**config.mk**
```make
export PLATFORM = sky130hd
export DESIGN_NAME = unadd_seq_flat
export DESIGN_NICKNAME = d
export VERILOG_FILES = /design/src/rtl/unadd_seq_if.sv /design/src/rtl/unadd_seq.sv /design/src/flat_wrapper.sv
export SDC_FILE = /design/constraint.sdc
export NUM_CORES = 1
export LEC_CHECK = 0
export CAP_MARGIN = 20
export CELL_PAD_IN_SITES_DETAIL_PLACEMENT = 0
export CELL_PAD_IN_SITES_GLOBAL_PLACEMENT = 1
export CORE_ASPECT_RATIO = 0.7
export CORE_MARGIN = 5
export CORE_UTILIZATION = 26
export CTS_CLUSTER_DIAMETER = 40
export DETAILED_ROUTE_END_ITERATION = 7
export HOLD_SLACK_MARGIN = 0.15
export PLACE_DENSITY = 0.67
export REMOVE_ABC_BUFFERS = 1
export SLEW_MARGIN = 20
export SYNTH_ARGS = -nofsm -noshare
export SYNTH_HDL_FRONTEND = slang
export SYNTH_SLANG_ARGS = --single-unit
```
**constraint.sdc**
```tcl
create_clock -name clk -period 8.7 [get_ports clk]
set_clock_uncertainty 0.2 [all_clocks]
set_input_delay 1.74 -clock clk [delete_from_list [all_inputs] [get_ports clk]]
set_output_delay 1.74 -clock clk [all_outputs]
set_load 0.01 [all_outputs]
```
**src/rtl/unadd_seq_if.sv**
```systemverilog
// Valid/ready operand and result bundle for unadd_seq.
// The slave modport is the block's view; the master modport is the view of the logic around it.
interface unadd_seq_if #(
  parameter int IN_W  = 6,
  parameter int SUM_W = IN_W + 2
);
  logic             in_valid;
  logic             in_ready;
  logic [SUM_W-1:0] sum;
  logic [IN_W-1:0]  a;
  logic [IN_W-1:0]  b;
  logic [IN_W-1:0]  c;
  logic             out_valid;
  logic             out_ready;
  logic [IN_W-1:0]  d;
  logic             err;

  modport slave (
    input  in_valid, sum, a, b, c, out_ready,
    output in_ready, out_valid, d, err
  );

  modport master (
    output in_valid, sum, a, b, c, out_ready,
    input  in_ready, out_valid, d, err
  );
endinterface

```
**src/rtl/unadd_seq.sv**
```systemverilog
// Recovers d = sum - a - b - c with one shared subtractor over three cycles.
// Optional macro UNADD_SAT_EN: clamp d to 0..2^IN_W-1 instead of wrapping.
module unadd_seq #(
  parameter int IN_W  = 6,
  parameter int SUM_W = IN_W + 2,
  parameter int ACC_W = SUM_W + 2
) (
  input logic        clk,
  input logic        resetn,
  unadd_seq_if.slave io
);
  typedef enum logic [2:0] {IDLE, SUB1, SUB2, SUB3, DONE} state_t;

  localparam logic [ACC_W-1:0] D_MAX = ACC_W'((1 << IN_W) - 1);

  state_t           state, state_nx;
  logic [ACC_W-1:0] acc, sub_op, diff;
  logic [IN_W-1:0]  a_r, b_r, c_r, d_r, d_nx;
  logic             err_r, err_nx, out_valid_r, fin_neg, fin_big;

  always_comb begin
    state_nx = state;
    sub_op   = '0;
    unique case (state)
      IDLE:    if (io.in_valid) state_nx = SUB1;
      SUB1:    begin sub_op = ACC_W'(a_r); state_nx = SUB2; end
      SUB2:    begin sub_op = ACC_W'(b_r); state_nx = SUB3; end
      SUB3:    begin sub_op = ACC_W'(c_r); state_nx = DONE; end
      DONE:    if (out_valid_r && io.out_ready) state_nx = IDLE;
      default: state_nx = IDLE;
    endcase
  end

  // Single subtractor; in SUB3 its output is the final signed result.
  assign diff    = acc - sub_op;
  assign fin_neg = diff[ACC_W-1];
  assign fin_big = !fin_neg && (diff > D_MAX);
  assign err_nx  = fin_neg || fin_big;

`ifdef UNADD_SAT_EN
  assign d_nx = fin_neg ? '0 : (fin_big ? D_MAX[IN_W-1:0] : diff[IN_W-1:0]);
`else
  assign d_nx = diff[IN_W-1:0];
`endif

  always_ff @(posedge clk) begin
    if (!resetn) begin
      state       <= IDLE;
      acc         <= '0;
      a_r         <= '0;
      b_r         <= '0;
      c_r         <= '0;
      d_r         <= '0;
      err_r       <= 1'b0;
      out_valid_r <= 1'b0;
    end else begin
      state <= state_nx;
      unique case (state)
        IDLE: if (io.in_valid) begin
          acc <= ACC_W'(io.sum);
          a_r <= io.a;
          b_r <= io.b;
          c_r <= io.c;
        end
        SUB1, SUB2: acc <= diff;
        SUB3: begin
          acc         <= diff;
          d_r         <= d_nx;
          err_r       <= err_nx;
          out_valid_r <= 1'b1;
        end
        DONE: if (io.out_ready) out_valid_r <= 1'b0;
        default: ;
      endcase
    end
  end

  assign io.in_ready  = (state == IDLE);
  assign io.out_valid = out_valid_r;
  assign io.d         = d_r;
  assign io.err       = err_r;
endmodule

```
**src/flat_wrapper.sv**
```systemverilog
// flat-port wrapper written by rule: the top's interface ports become plain ports
module unadd_seq_flat 
#(
  parameter int IN_W  = 6,
  parameter int SUM_W = IN_W + 2,
  parameter int ACC_W = SUM_W + 2
)
  (clk, resetn, io_in_valid, io_sum, io_a, io_b, io_c, io_out_ready, io_in_ready, io_out_valid, io_d, io_err);
  unadd_seq_if #(.IN_W(IN_W), .SUM_W(SUM_W)) io_i ();
  input logic clk;
  input logic resetn;
  input wire logic [$bits(io_i.in_valid)-1:0] io_in_valid;
  input wire logic [$bits(io_i.sum)-1:0] io_sum;
  input wire logic [$bits(io_i.a)-1:0] io_a;
  input wire logic [$bits(io_i.b)-1:0] io_b;
  input wire logic [$bits(io_i.c)-1:0] io_c;
  input wire logic [$bits(io_i.out_ready)-1:0] io_out_ready;
  output wire logic [$bits(io_i.in_ready)-1:0] io_in_ready;
  output wire logic [$bits(io_i.out_valid)-1:0] io_out_valid;
  output wire logic [$bits(io_i.d)-1:0] io_d;
  output wire logic [$bits(io_i.err)-1:0] io_err;
  assign io_i.in_valid = io_in_valid;
  assign io_i.sum = io_sum;
  assign io_i.a = io_a;
  assign io_i.b = io_b;
  assign io_i.c = io_c;
  assign io_i.out_ready = io_out_ready;
  assign io_in_ready = io_i.in_ready;
  assign io_out_valid = io_i.out_valid;
  assign io_d = io_i.d;
  assign io_err = io_i.err;
  unadd_seq #(.IN_W(IN_W), .SUM_W(SUM_W), .ACC_W(ACC_W)) u_core (.clk(clk), .resetn(resetn), .io(io_i));
endmodule
```
==> flow_summary.json, run 1 <==
{
  "cap_violations": 0,
  "rsz0062_at_grt": "false",
  "syn2layout_area_growth_pct": 26.5,
  "cts_resized": 0,
  "crit_start": "u_core.state[0]",
  "synth_xor_area_share_pct": 1.31,
  "dr.max_layer_used": "met4",
  "n_antenna_cell": 0,
  "cts_tree": "done",
  "synth_edf_count": 0,
  "yosysWarnings": 0,
  "synthFlopType": "dfxtp_1",
  "hold_path.class": "reg -> reg",
  "grt_util_all_layers_pct": 10.9,
  "vias_per_cell": 4.67,
  "layout.nets": 320,
  "regToRegStartpoint": "u_core.state[0]",
  "drtIter0Drc": 76,
  "ios": 39,
  "dieArea_um2": 9580,
  "crit_type": "reg -> out",
  "worstMarginPinSlew_ps": 1020,
  "r2r_cells": 11,
  "hold_violations": 0,
  "io_buffers": 38,
  "htreeDepth": 2,
  "crit_required_ps": 6760,
  "drive_above_1_share_pct": 7.39,
  "design.core.area_um2": 7380,
  "synthAdderAreaFrac_pct": 4.75,
  "relSlewSlack_pct": 32.2,
  "timing.rr.end": "u_core.io.err",
  "status": "complete, no violations",
  "cts-root-buf": "clkbuf_8",
  "die_h_um": 83.4,
  "yosysUniqueCellTypes": 47,
  "wl_met1_um": 2730,
  "postRouteAntennaNets": 0,
  "grt_pass1_wl_um": 8530,
  "wl_met3_um": 330,
  "endpoint": "io_in_ready",
  "setup_viol_count_final": 0,
  "dp_cells": 374,
  "cts.sinks": 39,
  "met2_length_um": 2020,
  "crit_fanout": 21,
  "synth_compound_area_share_pct": 21.1,
  "grt_overflow": 0,
  "post-route-min-period_ps": 3700,
  "drv_slew": 0,
  "synthCells": 251,
  "ys_seq_area_share_pct": 39.0,
  "wire_per_inst_um": 13.3,
  "cts_buffers": 5,
  "row_count": 26,
  "via_count": 1783,
  "p_leak_uw": 0.000900,
  "clockBufferDepth": 2,
  "muxShareOfSynthArea_pct": 6.57,
  "avgSynthCellArea_um2": 7.97,
  "place.gp.congestion": 0.795,
  "synth_top_family_by_area": "simple AND/OR/NAND/NOR gates",
  "critPathCaptureType": "output port",
  "fin_crit_sh_pct": 42.5,
  "clk_latency_ps": 290,
  "die_w_um": 115,
  "ys_seq_elements": 39,
  "yosys.area_share.simple_pct": 23.1,
  "setup_tns_ps": 0,
  "drc": 0,
  "firstDrtPassIters": 4,
  "max_freq_mhz": 270,
  "grt_pass1_vias": 1717,
  "drt_wl_total_um": 5100,
  "fin_cells": 382,
  "cts.clk_slew.worst_paths_ps": 80,
  "hpwl_um": 3530,
  "rrSetupSlack_ps": 5250,
  "start_util_pct": 27.1,
  "cp_data_arrival_time_ps": 1760,
  "syn_area_um2": 2000,
  "ys_async_sr_fraction_pct": 0,
  "crit_path_start_kind": "register",
  "cts_hold_buf": 0,
  "antenna_found_initial": 0,
  "cellPowerDensity_nw_per_um2": 202,
  "grt_max_degree": 33,
  "max-vdd-ir-drop_uv": 72.6,
  "post_cts_buffers": 0
}
==> through the flow <==
| stage | worst slack (ps) | power (uW) | area, um2 | hold slack, ps | util (%) |
|---|---|---|---|---|---|
| 4_1_cts | 4970 | 517 | 2530 | 259 | 34.3 |
| 2_1_floorplan | 5580 | 340 | 1940 | 233 | - |
| 3_5_place_dp | 5050 | 394 | 2450 | 249 | 33.1 |
| 3_3_place_gp | 5090 | 393 | 2450 | 238 | 33.1 |
| 5_1_grt | 4900 | 547 | 2530 | 279 | 34.3 |
| 6_report | 5000 | 511 | 2530 | 259 | 34.3 |
==> worst max-delay path, cell delays in order, from the launching register on <==
cell             delay [ps]
dfxtp_1                 840
nor3_2                  120
clkdlybuf4s50_1         520
==> cell type report <==
type / count / area (um2)
Clock inverter: 3 / 15.0
Tap cell: 98 / 123
Timing Repair Buffer: 39 / 388
Inverter: 5 / 18.8
Multi-Input combinational cell: 193 / 1140
Fill cell: 796 / 4850
Clock buffer: 5 / 68.8
Sequential cell: 39 / 781
==> registers in the layout, summed over array words and instances (netlist names) <==
name                 cells
u_core.acc              10
u_core.a_r               6
u_core.b_r               6
u_core.c_r               6
u_core.io.d              6
u_core.state             3
u_core.io.err            1
u_core.io.out_valid      1
==> kinds of logic (layout without fill, tap and decap cells) <==
logic type               count (synthesis)  count (layout)
AND/OR/NAND/NOR                        104             104
XOR/XNOR                                 3               3
flip-flops                              39              39
multiplexers                            12              12
AO/OA/AOI/OAI                           67              67
buffers and inverters                   19              52
adder cells (fa/ha/maj)                  7               7
==> how the worst min path moves through the flow <==
stage	start	endpoint	depth (start not counted)
after floorplan	u_core.c_r[0]	u_core.c_r[0]	2
after global placement	u_core.c_r[4]	u_core.c_r[4]	2
after detailed placement	u_core.b_r[5]	u_core.b_r[5]	2
after CTS	u_core.b_r[5]	u_core.b_r[5]	2
after global routing	u_core.c_r[2]	u_core.c_r[2]	2
final	u_core.c_r[2]	u_core.c_r[2]	2
==> metal layers <==
layer | global-route usage (%) | vias up
li1 | - | 937
met1 | 16.0 | 808
met2 | 15.2 | 34
met3 | 3.92 | 4
met4 | 2.24 | 0
met5 | 0 | -
==> cell usage after synthesis (2+ instances only) <==
cell | n | area [um2]
buf_2 | 6 | 30.0
a22oi_1 | 3 | 22.5
o21ai_1 | 3 | 15.0
a31oi_1 | 3 | 18.8
mux2_1 | 2 | 22.5
nor3_1 | 4 | 20.0
inv_1 | 5 | 18.8
a211oi_1 | 4 | 30.0
a21o_1 | 3 | 22.5
nor2_1 | 19 | 71.3
a21oi_1 | 30 | 150
nand2_1 | 65 | 244
mux2i_1 | 3 | 30.0
dfxtp_1 | 39 | 781
nor2b_1 | 2 | 12.5
ha_1 | 6 | 75.1
nor3_2 | 2 | 20.0
nand3b_1 | 2 | 15.0
clkbuf_1 | 6 | 22.5
mux2_2 | 7 | 78.8
o21ai_0 | 9 | 45.0
a221oi_1 | 2 | 17.5
xnor2_1 | 2 | 17.5
==> placed cells by master, fill, tap and decap left out, types with 2 or more instances in the layout <==
master,count
clkinv_2,3
clkdlybuf4s50_1,38
a211oi_1,4
nor3_1,4
nor2_1,19
dfxtp_1,39
nor2b_1,2
inv_1,5
nand2_1,65
a22oi_1,3
mux2_1,2
ha_1,6
xnor2_1,2
nand3b_1,2
mux2i_1,3
mux2_2,7
a21oi_1,30
a21o_1,3
a221oi_1,2
clkbuf_8,5
o21ai_0,9
a31oi_1,3
o21ai_1,3
nor3_2,2
==> report_power, final <==
part           internal (uW)  switching (uW)  leakage (uW)
clock                   54.9            65.6     0.0000477
combinational           80.3            93.0      0.000533
sequential               198            19.4      0.000319
total                    333             178      0.000900
Note: power is estimated with default switching activity, not from simulation.
==> inputs of run 2 (changes only) <==
- clock period: 8.7 -> 3.9 ns (I/O delays scaled with it)
==> run 2 against run 1 <==
Compared with the run above: die area stayed put; largest cell class unchanged; total power grew to 2.5 times the previous value; sequential power is 120% higher; largest power group unchanged; via count is 0.95% higher; routed wire length is 2.6% higher; non-clock buffer count is 2 higher; combinational power is 130% higher; utilization is 0.91 points higher; highest routed layer unchanged.
==> flow_summary.json, run 2 (synthesis gave the netlist of run 1 again) <==
{
  "holdPathStages": 2,
  "crit_top_cell": "mux2_2",
  "multi_input_area_um2": 1140,
  "ios": 39,
  "min_from": "u_core.b_r[0]",
  "largest_reg_flops": 10,
  "clockBufferDepth": 2,
  "setup_viol_count_final": 0,
  "firstDrtPassIters": 4,
  "start_util_pct": 27.1,
  "cts_resized": 0,
  "drtIter0Drc": 116,
  "regArea_um2": 781,
  "cts-root-buf": "clkbuf_8",
  "setup_tns_ps": 0,
  "rsz0062_at_grt": "false",
  "regToRegStartpoint": "u_core.state[0]",
  "rrSetupSlack_ps": 730,
  "design.core.area_um2": 7380,
  "via_count": 1800,
  "hold_path.class": "reg -> reg",
  "drv_slew": 0,
  "dpl-instance-area_um2": 2460,
  "crit_fanout": 14,
  "critPathSlowestCell": "dfxtp_1",
  "grt_overflow": 0,
  "max-vdd-ir-drop_uv": 169,
  "grt_util_all_layers_pct": 10.9,
  "status": "complete, no violations",
  "p_leak_uw": 0.000927,
  "row_count": 26,
  "worst_hold_path.endpoint": "u_core.b_r[0]",
  "cts.sinks": 39,
  "die_w_um": 115,
  "postRouteAntennaNets": 0,
  "layout_commonest_cell": "nand2_1",
  "cp_data_arrival_time_ps": 3190,
  "worstMarginPinSlew_ps": 812,
  "drt_wl_total_um": 5230,
  "critPathCaptureType": "register",
  "layout.nets": 322,
  "dieArea_um2": 9580,
  "nFillCells": 797,
  "drive_above_1_share_pct": 8.04,
  "largest-register": "u_core.acc",
  "hold_violations": 0,
  "post-route-min-period_ps": 3170,
  "antenna_found_initial": 0,
  "fin_crit_sh_pct": 81.3,
  "r2r_cells": 11,
  "n_antenna_cell": 0,
  "place.gp.congestion": 0.813,
  "final_area_um2": 2600,
  "post_cts_buffers": 0,
  "htreeDepth": 2,
  "cts.clk_slew.worst_paths_ps": 90,
  "drc": 0,
  "wire_per_inst_um": 13.6,
  "cp_slowest_stage_delay_ps": 670,
  "vias_per_cell": 4.69,
  "grt_pass1_wl_um": 8530,
  "cap_violations": 0,
  "cts_tree": "done",
  "cts_hold_buf": 0,
  "grt_max_degree": 22,
  "io_buffers": 38,
  "critPathTopFamily": "compound AO/OA/AOI/OAI gates",
  "cellPowerDensity_nw_per_um2": 495,
  "path_cells": "mux2_2 > a21oi_1 > nor2_1 > ha_1 > inv_1 > fa_1 > a21o_1 > a311oi_4 > nor4b_1 > mux2_2 > nor3_2",
  "crit_type": "reg -> reg",
  "hpwl_um": 3740,
  "clk_latency_ps": 290,
  "grt_pass1_vias": 1658,
  "crit_required_ps": 3920,
  "crit_path_start_kind": "register",
  "critical_path_buf_inv_count": 1,
  "mostFrequentLayoutCells": "nand2_1 (65), dfxtp_1 (39), clkdlybuf4s50_1 (38)",
  "timing.rr.end": "u_core.io.err",
  "syn2layout_area_growth_pct": 29.9,
  "max_freq_mhz": 315,
  "relSlewSlack_pct": 45.8,
  "die_h_um": 83.4,
  "cts_buffers": 5
}
[run 2: through the flow]
step	setup WS, ps	utilization (%)	power, uW	hold WS, ps	std cells
5_1_grt	513	35.2	1370	272	384
2_1_floorplan	910	-	758	233	237
6_report	728	35.2	1290	257	384
3_3_place_gp	837	33.3	881	246	376
4_1_cts	718	35.2	1300	260	384
3_5_place_dp	762	33.3	883	245	376
[run 2: tightest hold or removal path, delay by kind of cell (launching register included)]
family             cells  cell delay (ps)
DFF                    1              310
and+or+nand+nor        1               50
AOI/OAI and AO/OA      1               50
[run 2: worst max path at each step]
stage | from | to | slack, ps | cells past startpoint
6_report | u_core.state[0] | u_core.io.err | 730 | 11
3_3_place_gp | u_core.state[0] | u_core.io.err | 840 | 11
2_1_floorplan | u_core.state[0] | u_core.io.err | 910 | 11
5_1_grt | u_core.state[0] | u_core.io.err | 510 | 11
3_5_place_dp | u_core.state[0] | u_core.io.err | 760 | 11
4_1_cts | u_core.state[0] | u_core.io.err | 720 | 11
[run 2: layout make-up]
type | count | share of cell area, %
clock inverter | 3 | 2.60
tap | 98 | 4.72
timing repair buffer | 41 | 15.5
clock buffer | 5 | 2.65
multi-input combinational | 193 | 43.8
inverter | 5 | 0.722
sequential | 39 | 30.0
[run 2: metal layers]
metal / share of wire (%) / vias up / track usage [%]
li1: - / 941 / -
met1: 55 / 824 / 16.4
met2: 40 / 33 / 14.7
met3: 5.0 / 2 / 3.71
met4: 0.36 / 0 / 2.24
met5: 0 / - / 0
[run 2: power by group]
group | internal, uW | switching [uW]
logic | 181 | 214
registers | 441 | 41.2
clock network | 255 | 155
total | 877 | 409
==> inputs of run 3 (changes only) <==
- PLACE_DENSITY: 0.67 -> 0.69
- clock period: 3.9 -> 2.87 ns (I/O delays scaled with it)
==> run 3 against run 2 <==
Compared with the run above: critical path depth is the same; sequential power is 34% higher; count of clock-buffer cells in the layout is 1 higher; first-iteration DRC count fell by 43%; setup slack lost 590 ps; die area stayed put; hold slack got worse by 2.3 ps; largest cell class unchanged.
==> flow_summary.json, run 3 (synthesis gave the netlist of run 1 again) <==
{
  "r2r_cells": 11,
  "critPathCaptureType": "register",
  "clk_latency_ps": 280,
  "cap_violations": 0,
  "cts.clk_slew.worst_paths_ps": 80,
  "crit_required_ps": 2880,
  "cts_tree": "done",
  "min_from": "u_core.b_r[1]",
  "antenna_found_initial": 0,
  "max_freq_mhz": 366,
  "grt_util_all_layers_pct": 11.3,
  "regToRegStartpoint": "u_core.state[0]",
  "crit_fanout": 10,
  "hold_path.class": "reg -> reg",
  "relSlewSlack_pct": 60.2,
  "firstDrtPassIters": 4,
  "worstMarginPinSlew_ps": 596,
  "cts-root-buf": "clkbuf_8",
  "clockBufferDepth": 2,
  "mostFrequentLayoutCells": "nand2_1 (65), clkdlybuf4s50_1 (38), dfxtp_1 (38)",
  "htreeDepth": 2,
  "nFillCells": 790,
  "p_leak_uw": 0.000991,
  "place.gp.congestion": 0.828,
  "grt_pass1_vias": 1723,
  "layout.nets": 337,
  "cp_data_arrival_time_ps": 2740,
  "drtIter0Drc": 66,
  "postRouteAntennaNets": 0,
  "fin_crit_sh_pct": 95.1,
  "multi_input_area_um2": 1150,
  "n_antenna_cell": 0,
  "largest_reg_flops": 10,
  "start_util_pct": 27.1,
  "largest-register": "u_core.acc",
  "setup_tns_ps": 0,
  "hpwl_um": 4120,
  "layout_commonest_cell": "nand2_1",
  "holdPathStages": 2,
  "syn2layout_area_growth_pct": 35.1,
  "timing.rr.end": "u_core.acc[9]",
  "rrSetupSlack_ps": 140,
  "dieArea_um2": 9580,
  "drc": 0,
  "status": "complete, no violations",
  "ios": 39,
  "cellPowerDensity_nw_per_um2": 631,
  "cts_hold_buf": 0,
  "die_w_um": 115,
  "hold_violations": 0,
  "worst_hold_path.endpoint": "u_core.b_r[1]",
  "drv_slew": 0,
  "cts_buffers": 5,
  "max-vdd-ir-drop_uv": 237,
  "drt_wl_total_um": 5300,
  "wire_per_inst_um": 13.3,
  "die_h_um": 83.4,
  "design.core.area_um2": 7380,
  "regArea_um2": 785,
  "row_count": 26,
  "grt_pass1_wl_um": 8790,
  "cts.sinks": 39,
  "grt_max_degree": 21,
  "io_buffers": 38,
  "drive_above_1_share_pct": 13.0,
  "grt_overflow": 0,
  "post-route-min-period_ps": 2730,
  "crit_path_start_kind": "register",
  "power.total_uw": 1710,
  "setup_viol_count_final": 0,
  "crit_type": "reg -> reg",
  "rsz0062_at_grt": "false",
  "via_count": 1824,
  "vias_per_cell": 4.58
}
run 3: final cells by class:
cell class / count / area share, %
Clock buffer: 6 / 2.69
Clock inverter: 1 / 1.11
Inverter: 5 / 0.694
Multi-Input combinational cell: 193 / 42.4
Sequential cell: 39 / 29.0
Tap cell: 98 / 4.54
Timing Repair Buffer: 56 / 19.5
run 3: worst max path at each step:
| stage | startpoint | endpoint | cells past startpoint |
|---|---|---|---|
| after global placement | u_core.state[0] | u_core.io.err | 11 |
| after detailed placement | u_core.state[0] | u_core.io.err | 10 |
| after floorplan | u_core.state[0] | u_core.io.err | 11 |
| final | u_core.state[0] | u_core.acc[9] | 11 |
| after global routing | u_core.state[0] | u_core.io.err | 11 |
| after CTS | u_core.state[0] | u_core.io.err | 11 |
run 3: layer usage:
| layer | vias up | track usage [%] | part of all wire (%) |
|---|---|---|---|
| li1 | 971 | - | - |
| met1 | 807 | 17.6 | 52 |
| met2 | 44 | 14.6 | 40 |
| met3 | 2 | 4.14 | 7.5 |
| met4 | 0 | 1.92 | 0.28 |
| met5 | - | 0 | 0 |
run 3: critical path, stage by stage, from the launching register on:
cell      delay [ps]
dfxtp_4          400
buf_12           130
mux2_2           320
nand2_1           60
o21ai_0           70
nand2_1           70
ha_1             280
and2_4           180
a31oi_1          180
nand3b_1         140
or4_1            480
a21oi_1          150
run 3: timing repair:
| action | CTS | global route |
|---|---|---|
| gates resized for setup | 2 | 2 |
| buffers inserted | 0 | 1 |
| setup endpoints to repair | 1 | 3 |
| pin swaps | 0 | 2 |
| hold endpoints to repair | 0 | 0 |
run 3: power breakdown:
part           switching [uW]  internal, uW  total, uW
clock network             188           255        443
registers                46.2           599        646
logic                     313           304        618
total                     547          1160       1710
run 3: per-stage QoR:
step	instance area (um2)	hold WS [ps]	setup WS [ps]	std cells	util, %
6_report	2700	255	140	398	36.6
5_1_grt	2700	273	8.28	398	36.6
4_1_cts	2690	259	37.6	397	36.4
3_5_place_dp	2580	248	-59.3	390	34.9
3_3_place_gp	2580	248	54.2	390	34.9
2_1_floorplan	1940	233	-120	237	-
==> edit 1: new RTL, flow settings as in run 2 <==
`IN_W` is set to 6 in 3 places; all go to 5.
--- a/src/rtl/unadd_seq_if.sv
+++ b/src/rtl/unadd_seq_if.sv
@@ -1,7 +1,7 @@
 // Valid/ready operand and result bundle for unadd_seq.
 // The slave modport is the block's view; the master modport is the view of the logic around it.
 interface unadd_seq_if #(
-  parameter int IN_W  = 6,
+  parameter int IN_W  = 5,
   parameter int SUM_W = IN_W + 2
 );
   logic             in_valid;
--- a/src/rtl/unadd_seq.sv
+++ b/src/rtl/unadd_seq.sv
@@ -1,7 +1,7 @@
 // Recovers d = sum - a - b - c with one shared subtractor over three cycles.
 // Optional macro UNADD_SAT_EN: clamp d to 0..2^IN_W-1 instead of wrapping.
 module unadd_seq #(
-  parameter int IN_W  = 6,
+  parameter int IN_W  = 5,
   parameter int SUM_W = IN_W + 2,
   parameter int ACC_W = SUM_W + 2
 ) (
--- a/src/flat_wrapper.sv
+++ b/src/flat_wrapper.sv
@@ -1,7 +1,7 @@
 // flat-port wrapper written by rule: the top's interface ports become plain ports
 module unadd_seq_flat 
 #(
-  parameter int IN_W  = 6,
+  parameter int IN_W  = 5,
   parameter int SUM_W = IN_W + 2,
   parameter int ACC_W = SUM_W + 2
 )
Interface: changed (5 resized); port bits go from 39 to 34. No check against the original RTL was run, so the function may have changed too.
==> edit 1 against run 2 <==
  * Sequential cell count shrank 5
  * Global-route usage grew 0.15 points
  * Via count fell by 17%
  * Wire length is 16% lower
  * Synthesized area down 14%
  * Setup slack got worse by 2.7 ps
  * Cell area fell by 15%
  * Core utilization decreased by 0.42 points
  * Total power fell by 23%
  * Critical path type unchanged
  * Highest routed layer unchanged
==> edit 1: results (changes against run 2) <==
[logic_synthesis]
synth_common_cells = nand2_1, dfxtp_1, nor2_1, a21oi_1, clkbuf_1
synthTopCellsByArea = dfxtp_1, nand2_1, a21oi_1, nor2_1, ha_1
ys_types = 34  ; -28%

[worst_setup_path]
cp_top_family = simple AND/OR/NAND/NOR gates
reg2reg_depth = 9  ; -2
arrival_ps = 3110  ; -80 ps
slowest_delay_ps = 590  ; -80 ps
critPathMaxFanout = 12  ; -2
r2r_slack_ps = 720  ; about the same
reg2reg_from = u_core.state[1]$_SDFFE_PN0P_

[grt]
grt_use_met1_pct = 17.6  ; +1.2 points
grt_max_degree = 31  ; +41%
use_met2_pct = 13.2  ; -1.4 points
grt_pass1_vias = 1454  ; -12%
met3_usage_pct = 4.75  ; +1.0 points
track_usage_pct = 11.0  ; +0.15 points

[route]
num_vias = 1502  ; -17%
dr_wl_met3_um = 227  ; -14%
met1Wirelength_mm = 2.59  ; -9.8%
routed_wirelength_mm = 4.38  ; -16%
dr_wl_met2_mm = 1.55  ; -25%
drt-initial-drc-count = 57  ; -51%
first_pass_iters = 6  ; +2

[placement]
dpl.cell_count = 328  ; -13%
dp_hpwl_mm = 3.27  ; -13%
placedInstanceArea_um2 = 2120  ; -14%
place_congestion = 0.920  ; +13%

[cells_and_area]
largest_reg_flops = 9  ; -1
clkbuf_count = 6  ; +1
clock_area_share_pct = 3.75  ; -1.5 points
n_all_buffers = 34  ; -17%
final_cells = 334  ; -13%
fin_nets = 277  ; -14%
seq_cells = 34  ; -13%
multi_input_area_share_pct = 44.0  ; +0.24 points
seqCellArea_um2 = 681  ; -13%
design_area_um2 = 2200  ; -15%
layout-drive-gt1-share_pct = 8.23  ; +0.19 points
nNonClkInverters = 5  ; unchanged
fillers = 688  ; -14%

[hold_path]
min-delay-start = u_core.a_r[0]$_SDFFE_PN0P_
hold_end = u_core.a_r[0]$_SDFFE_PN0P_
min_path_type = reg2reg

[outcome]
outcome = finished, final reports clean

[sta]
whs_ps = 254  ; -3.67 ps

[power]
ir_drop_uv = 138  ; -18%

[clock_tree]
path_clk_slew_ps = 60  ; -30 ps

[die]
nWellTaps = 91  ; -7.1%

==> edit 1: cell count changes in the layout (fill, tap and decap cells not counted), moves of 4 or more <==
| cell | delta |
|---|---|
| nand2_1 | -21 |
| a21oi_1 | -9 |
| nor2_1 | +6 |
| clkdlybuf4s50_1 | -5 |
| dfxtp_1 | -5 |
| or2_2 | +4 |
==> edit 1: cell families after synthesis <==
logic type	Yosys count	synth area share, %
AOI/OAI and AO/OA	56	21.6
xor gates and xnor gates	3	1.53
adders and majority gates	7	5.53
buffers and inverters	18	4.07
DFF	34	39.6
muxes	8	5.02
and+or+nand+nor	90	22.7
==> edit 1: power by group through the flow <==
stage | logic (mW) | registers, mW | clock network, mW
6_report | 0.327 | 0.414 | 0.251
5_1_grt | 0.370 | 0.420 | 0.280
4_1_cts | 0.327 | 0.414 | 0.263
3_5_place_dp | 0.325 | 0.422 | 0
3_3_place_gp | 0.324 | 0.422 | 0
2_1_floorplan | 0.226 | 0.414 | 0
==> edit 2: new RTL, settings of run 2 <==
Without the edit above. Re-encode `state_t` (5 states) as one-hot, 5 bits wide.
--- a/src/rtl/unadd_seq.sv
+++ b/src/rtl/unadd_seq.sv
@@ -9,7 +9,7 @@
   input logic        resetn,
   unadd_seq_if.slave io
 );
-  typedef enum logic [2:0] {IDLE, SUB1, SUB2, SUB3, DONE} state_t;
+  typedef enum logic [4:0] {IDLE = 5'b00001, SUB1 = 5'b00010, SUB2 = 5'b00100, SUB3 = 5'b01000, DONE = 5'b10000} state_t;
 
   localparam logic [ACC_W-1:0] D_MAX = ACC_W'((1 << IN_W) - 1);
 
Check against the original RTL: same outputs for any inputs over 10 cycles, from zero or initial values and one cycle with resetn low; not proved beyond that.
==> edit 2 against run 2 <==
  * Core utilization grew 0.25 points
  * Total power shrank 20%
  * Synthesized area grew 0.94%
  * Critical path type unchanged
  * Maximum frequency shrank 4.2%
  * Critical endpoint is now u_core.acc[6]$_SDFFE_PN0P_
  * Sequential cell count grew 2
  * Setup slack lost 140 ps
  * First-iteration DRC count grew 11%
  * Wire length grew 4.6%
  * Cell area grew 1.2%
  * Highest routed layer unchanged
==> edit 2: results (changes against run 2) <==
[die]
dieArea_um2 = 9660  ; +0.84%

[cells_and_area]
seq_cells = 41  ; +5.1%
n_all_buffers = 44  ; +7.3%
fillers = 783  ; -1.8%
layout-drive-gt1-share_pct = 7.64  ; -0.40 points
num-multi-input-gates = 185  ; -4.1%
nNonClkInverters = 10  ; +5
clkbuf_count = 7  ; +2
fin_nets = 324  ; +0.62%
buffer_area_share_pct = 16.2  ; +0.68 points

[worst_setup_path]
worstSetupEndpoint = u_core.acc[6]$_SDFFE_PN0P_
arrival_ps = 3300  ; +110 ps
critPathMaxFanout = 10  ; -4
reg2reg_from = u_core.state[4]$_SDFFE_PN0P_
slowest_delay_ps = 480  ; -190 ps
slowest_stage = and3_1

[power]
p_int_mw = 0.753  ; -14%
power.leakage_nw = 0.984  ; +6.1%
powerDensity_nw_per_um2 = 393  ; -21%
pwr-share-seq_pct = 44.8  ; +7.3 points
comb_cell_power_mw = 0.213  ; -46%

[logic_synthesis]
seq_area_frac_synth_pct = 40.6  ; +1.6 points
synth_fa_ha_area_share_pct = 4.71  ; -0.044 points
synthMuxAreaShare_pct = 0.558  ; -6.0 points
avgSynthCellArea_um2 = 8.11  ; +1.7%
synth_xor_area_share_pct = 1.73  ; +0.42 points
synth_compound_area_share_pct = 23.6  ; +2.5 points

[hold_path]
hold_end = u_core.b_r[1]$_SDFFE_PN0P_
min-delay-start = u_core.b_r[1]$_SDFFE_PN0P_

[sta]
whs_ps = 258  ; +0.831 ps

[outcome]
outcome = finished, final reports clean

[route]
wire_per_inst_um = 14.2  ; +4.0%
drt-initial-drc-count = 129  ; +11%
num_vias = 1830  ; +1.7%

[placement]
dpl.cell_count = 378  ; +0.53%
pre_cts_slack_ps = 644  ; -118 ps

[grt]
grt_max_degree = 29  ; +32%

[edit 2: cell count changes in the layout (fill, tap and decap cells not counted), moves of 3 or more]
cell / before / now
nand2_1: 65 / 55
and3_1: 1 / 7
mux2_2: 7 / 0
nor2_1: 19 / 14
nand3_1: 0 / 4
buf_4: 3 / 6
a222oi_1: 0 / 6
a22oi_1: 3 / 0
mux2i_1: 3 / 0
inv_1: 5 / 10
nor3_1: 4 / 1
o211ai_1: 1 / 4
[edit 2: routing by layer]
metal  vias up  GRT usage, %  part of all wire (%)
met5         -             0                     0
li1        965             -                     -
met2        44          14.8                    38
met4         0          2.88                  0.68
met1       816          18.5                    56
met3         5          3.41                   5.7
[edit 2: worst register-to-register path, delay by kind of cell, from the launching register on]
kind,cells,cell delay (ps)
buffers and inverters,2,130
AND/OR/NAND/NOR,3,850
adder cells (fa/ha/maj),2,540
XOR/XNOR,1,160
AO/OA/AOI/OAI,4,960
flip-flops,1,350
